File: src/rtl/cpu_pkg.sv
// Shared CPU constants: default datapath widths, NOP encoding and a small
// saturating-add helper used by the fetch queue drop counter.
package cpu_pkg;

  localparam int XLEN   = 32;
  localparam int INST_W = 32;
  localparam int DROP_W = 8;

  localparam logic [31:0] NOP_INST = 32'h0000_0000;

  // Adds b to an 8-bit counter, clamping at 255.
  function automatic logic [7:0] sat_add_u8(input logic [7:0] a, input logic [15:0] b);
    logic [16:0] sum;
    sum = {9'd0, a} + {1'b0, b};
    return (sum > 17'd255) ? 8'hFF : sum[7:0];
  endfunction

endpackage

File: src/rtl/fq_regfile.sv
// Fetch queue entry storage: one synchronous write port, one async read port.
// Contents are never reset; validity is tracked by the queue's pointers.
module fq_regfile #(
  parameter int ADDR_W = 32,
  parameter int DATA_W = 32,
  parameter int DEPTH  = 4,
  parameter int PTR_W  = $clog2(DEPTH)
) (
  input  logic              clk,
  input  logic              wr_en,
  input  logic [PTR_W-1:0]  wr_addr,
  input  logic [ADDR_W-1:0] wr_pc,
  input  logic [DATA_W-1:0] wr_inst,
  input  logic [PTR_W-1:0]  rd_addr,
  output logic [ADDR_W-1:0] rd_pc,
  output logic [DATA_W-1:0] rd_inst
);

  logic [ADDR_W-1:0] pc_mem   [DEPTH];
  logic [DATA_W-1:0] inst_mem [DEPTH];

  // Write the offered PC/instruction pair into the slot at the write pointer.
  always_ff @(posedge clk) begin
    if (wr_en) begin
      pc_mem[wr_addr]   <= wr_pc;
      inst_mem[wr_addr] <= wr_inst;
    end
  end

  assign rd_pc   = pc_mem[rd_addr];
  assign rd_inst = inst_mem[rd_addr];

endmodule

File: src/rtl/if_fetch_queue.sv
// Instruction fetch queue between IF and ID. Holds up to DEPTH PC/instruction
// pairs, optionally passes words straight through when empty, and counts
// entries thrown away by redirects.
module if_fetch_queue
  import cpu_pkg::*;
#(
  parameter int DATA_W = INST_W,
  parameter int ADDR_W = XLEN,
  parameter int DEPTH  = 4,
  parameter int BYPASS = 0
) (
  input  logic                     Clock,
  input  logic                     Reset,
  input  logic                     in_valid,
  input  logic [ADDR_W-1:0]        in_pc,
  input  logic [DATA_W-1:0]        in_inst,
  output logic                     in_ready,
  output logic                     out_valid,
  output logic [ADDR_W-1:0]        out_pc,
  output logic [DATA_W-1:0]        out_inst,
  input  logic                     out_ready,
  input  logic                     flush,
  output logic [$clog2(DEPTH):0]   count,
  output logic [DROP_W-1:0]        drop_cnt
);

  localparam int PTR_W = $clog2(DEPTH);
  localparam int CNT_W = PTR_W + 1;
  localparam logic [CNT_W-1:0] FULL_CNT = CNT_W'(DEPTH);
  localparam bit BYP_EN = (BYPASS != 0);

  logic [PTR_W-1:0]  wr_ptr, rd_ptr;
  logic              full, empty, bypass_sel, do_enq, do_deq;
  logic [ADDR_W-1:0] head_pc;
  logic [DATA_W-1:0] head_inst;

  assign full       = (count == FULL_CNT);
  assign empty      = (count == '0);
  // A redirect cancels the pass-through word along with everything queued.
  assign bypass_sel = BYP_EN && empty && !flush;

  assign in_ready  = !full && !Reset;
  assign out_valid = !Reset && (!empty || (bypass_sel && in_valid));

  // A bypassed word that ID takes immediately is never written to storage.
  assign do_enq = in_valid && in_ready && !flush && !(bypass_sel && out_ready);
  assign do_deq = out_valid && out_ready && !empty && !flush;

  fq_regfile #(
    .ADDR_W (ADDR_W),
    .DATA_W (DATA_W),
    .DEPTH  (DEPTH),
    .PTR_W  (PTR_W)
  ) u_regfile (
    .clk     (Clock),
    .wr_en   (do_enq),
    .wr_addr (wr_ptr),
    .wr_pc   (in_pc),
    .wr_inst (in_inst),
    .rd_addr (rd_ptr),
    .rd_pc   (head_pc),
    .rd_inst (head_inst)
  );

  // Present the head entry (or the pass-through word), NOP when nothing is valid.
  always_comb begin
    out_pc   = '0;
    out_inst = DATA_W'(NOP_INST);
    if (out_valid) begin
      if (empty) begin
        out_pc   = in_pc;
        out_inst = in_inst;
      end else begin
        out_pc   = head_pc;
        out_inst = head_inst;
      end
    end
  end

  // Pointer, occupancy and drop counter update; reset beats flush beats traffic.
  always_ff @(posedge Clock) begin
    if (Reset) begin
      wr_ptr   <= '0;
      rd_ptr   <= '0;
      count    <= '0;
      drop_cnt <= '0;
    end else if (flush) begin
      wr_ptr   <= '0;
      rd_ptr   <= '0;
      count    <= '0;
      drop_cnt <= sat_add_u8(drop_cnt, 16'(count));
    end else begin
      if (do_enq) wr_ptr <= wr_ptr + 1'b1;
      if (do_deq) rd_ptr <= rd_ptr + 1'b1;
      case ({do_enq, do_deq})
        2'b10:   count <= count + 1'b1;
        2'b01:   count <= count - 1'b1;
        default: count <= count;
      endcase
    end
  end

endmodule

File: config.mk
export PLATFORM = sky130hd
export DESIGN_NAME = if_fetch_queue
export DESIGN_NICKNAME = d
export VERILOG_FILES = /design/src/rtl/cpu_pkg.sv /design/src/rtl/fq_regfile.sv /design/src/rtl/if_fetch_queue.sv
export SDC_FILE = /design/constraint.sdc
export NUM_CORES = 1
export LEC_CHECK = 0
export ABC_AREA = 1
export CAP_MARGIN = 20
export CORE_UTILIZATION = 49
export DETAILED_ROUTE_END_ITERATION = 10
export PLACE_DENSITY = 0.75
export SYNTH_ARGS = -nofsm -noshare
export SYNTH_HDL_FRONTEND = slang
export SYNTH_SLANG_ARGS = --single-unit
File: constraint.sdc
create_clock -name Clock -period 4.2 [get_ports Clock]
set_input_delay 0.84 -clock Clock [delete_from_list [all_inputs] [get_ports Clock]]
set_output_delay 0.84 -clock Clock [all_outputs]
set_load 0.02 [all_outputs]
==> results by group <==
Yosys
  • Number of synthesis warnings: 0
  • Share of synthesized area occupied by flip-flops and latches: 73.69%
  • Mapped cell area: 10,890 µm²
  • Syn_nets: 967
  • Library cells used by synthesis: 24
  • Register bit count reported by yosys: 273
  • Post-synthesis average cell area: 12.27 µm²
  • Cell count after synthesis: 888

CTS
  • TritonCTS sink count: 273
  • Clock Tree Buf Depth: 3
  • H-Tree Depth: 1
  • Post-cts resize count: 0
  • Clock latency at the later pin of the worst-skew pair: 0.52 ns
  • Post-CTS clock slew at the launch and capture registers of the worst setup and hold paths: 0.06 ns
  • Library cell used as clock root buffer: clkbuf_16
  • Post-CTS setup buffer count: 0
  • Number of clock buffers inserted by TritonCTS: 27
  • TritonCTS clock tree: built
  • Hold buffers post-CTS: 0

Flow run
  • Max Cap Viol: 0

Route
  • Average wire length per cell after detail routing: 16.80 µm
  • DRC Markers: 0
  • Average vias per placed instance: 5.242
  • Initial DRT Pass Iterations: 4
  • Antenna-violating nets left: 0
  • Vias: 6,961
  • Wire length after detailed routing: 22,310 µm
  • Number of violations reported at the end of detailed-routing iteration 0: 489

Place
  • Placed wire-length estimate: 12,730 µm
  • Routability congestion estimate from global placement: 0.7443
  • Number of port buffers: 145
  • Post-DP Area: 12,580 µm²

STA
  • FMAX: 278.5 MHz
  • Crit path time final: 3.590 ns
  • Worst-margin pin slew: 0.8681 ns
  • Portion of the clock cycle consumed by the worst path in the final layout: 85.48%
  • Slew headroom: 42.13%
  • Final setup skew: 0.01048 ns
  • Aggregate negative setup slack: 0 ns
  • Final Hold Fails: 0
  • Final number of max-transition violations: 0
  • Unrepaired setup endpoints after global routing: no
  • Setup violators final: 0

GRT
  • Number of global-route vias before repair: 6,736
  • Global-route wire length before repair: 34,360 µm
  • Initial antenna violation count: 0
  • Tot GR Track Use: 19.71%
  • Global route overflow: 0
  • Pin count of the biggest net entering global routing: 129

Floorplanning
  • I/O pin count: 146
  • Vertical die dimension: 151.1 µm
  • Number of rows created at floorplan: 54
  • Starting Density: 49.92%
  • Full die area: 22,830 µm²
  • Core Area: 21,820 µm²
  • X dimension of the die: 151.1 µm

Final layout
  • Storage element area: 8033 µm²
  • Area occupied by multi-input gates: 2471 µm²
  • Share of layout cells above drive strength 1: 6.011%
  • Non-Filler Cell Area, Final: 13,340 µm²
  • Number of nets in the final layout: 1,108
  • Layout Area Growth over Synthesis: 22.49%
  • Fill count: 1,660
  • Final standard cell utilization of the core: 61.15%
  • Count of inserted antenna diode cells: 0

Worst setup path
  • Startpoint class of the critical path: input port
  • Worst setup EP type: output pin
  • Setup slack of the most critical reg-to-reg path: 2.07 ns
  • Setup CP Type: input port to output pin
  • Data required time of the critical path: 3.36 ns
  • Signal arrival time at the worst endpoint: 2.75 ns
  • Critical-path maximum fanout: 32

Power and ir drop
  • Logic gate share of total power: 4.0%
  • Net switching power of the design: 0.001047 W
  • Clock share of power: 39.4%
  • Power density normalized to cell area: 399.1 nW/µm²
  • Fraction of power spent switching nets: 19.67%
  • Cell internal power dissipation: 0.004278 W
  • Share of total power in sequential cells: 56.6%
  • Worst IR Drop VDD: 0.2580 mV
  • Leak Pwr: 4.522 nW

Outcome
  • Status: complete, no violations

Worst hold path
  • Hold crit path type: flop to flop
[metal layers]
layer	up-vias	wire, µm	global-route usage, %
met1	3328	9491	25.84
met4	0	444	6.100
met5	-	0	0
met3	40	1335	3.193
met2	185	11030	33.72
li1	3408	-	-
[layout by cell type (no fill, tap or decap), types with 2 or more instances in the layout]
cell type        Yosys  layout
clkbuf_16            0      27
o21ai_0            128     128
ha_1                 8       8
clkbuf_1            13       7
clkinv_2             0       4
o21ai_1             10      10
edfxtp_1           256     256
a31oi_1              3       3
buf_4                5      13
dfxtp_1             17      15
inv_1               26      26
nand4_1              5       5
inv_2                4       3
nor2_4               1       5
a21oi_1             73      73
nor2_1             268     264
nand2_1             23      22
clkinv_1             0       9
nor2_2               2       2
buf_12               0       3
nand3_1             10      10
fa_1                 2       2
clkdlybuf4s50_1      0     145
[worst max-delay path, cell delays in order]
cell and delay, ns:
clkdlybuf4s50_1 0.52, inv_2 0.18, nand2_2 0.10, buf_4 0.24
a21oi_1 0.21, clkdlybuf4s50_1 0.63
[logic make-up (layout without fill, tap and decap cells)]
logic type	Yosys count	after routing	share of synthesized area, %
compound gates	214	214	9.866
buf+inv	79	239	3.928
fa+ha+maj	10	10	1.286
flops	273	273	73.69
xor+xnor	1	1	0.08041
simple gates	311	311	11.15
[power groups by stage]
stage          clock (W)  combinational, W  sequential, W
2_1_floorplan          0         0.0000737        0.00308
3_3_place_gp           0          0.000210        0.00307
3_5_place_dp           0          0.000215        0.00307
4_1_cts          0.00214          0.000216        0.00301
5_1_grt          0.00225          0.000235        0.00301
6_report         0.00210          0.000214        0.00301
[through the flow]
stage	power [W]	worst slack, ns	hold slack [ns]	cells
floorplan	0.003150	-0.2905	0.4503	888
finish	0.005326	0.6099	0.5092	1328
global route	0.005498	0.4567	0.5445	1328
CTS	0.005370	0.6092	0.5142	1328
detailed placement	0.003285	0.6337	0.4943	1280
global placement	0.003279	0.6642	0.4692	1280
[path summary, 6_finish.rpt]
check,end,cells after the start,start
worst max-delay path,out_inst[14],6,Reset
worst min-delay path,flop,2,rd_ptr[0]
worst max register to register,count[2],10,count[1]
worst min register to register,flop,2,rd_ptr[0]
[Yosys cell counts]
cell type | n | share of area, %
dfxtp_1 | 17 | 3.1
nand3_2 | 1 | 0.092
inv_2 | 4 | 0.14
xnor2_1 | 1 | 0.080
nand3_1 | 10 | 0.46
o21ai_1 | 10 | 0.46
nor2_4 | 1 | 0.10
a31oi_1 | 3 | 0.17
o21ai_0 | 128 | 5.9
fa_1 | 2 | 0.37
nand2_1 | 23 | 0.79
nor2_1 | 268 | 9.2
clkbuf_1 | 13 | 0.45
a21oi_1 | 73 | 3.4
nand3b_1 | 1 | 0.069
ha_1 | 8 | 0.92
edfxtp_1 | 256 | 71
buf_2 | 12 | 0.55
buf_1 | 6 | 0.21
inv_1 | 26 | 0.90
buf_6 | 13 | 1.3
nand4_1 | 5 | 0.29
nor2_2 | 2 | 0.11
buf_4 | 5 | 0.34
[sequential cells by signal, indices dropped and copies added (netlist names), named ones only]
signal	count
count	3
wr_ptr	2
u_regfile.inst_mem	128
drop_cnt	8
u_regfile.pc_mem	128
rd_ptr	2
[area by class of cell]
cell class / count / share of cell area, %
flip-flops and latches: 273 / 60.20
multi-input cells: 536 / 18.52
repair buffers: 161 / 12.06
clock buffers: 34 / 5.260
well taps: 280 / 2.625
inverters: 30 / 0.8533
clock inverters: 14 / 0.4876
(Power assumes the default switching activity.)
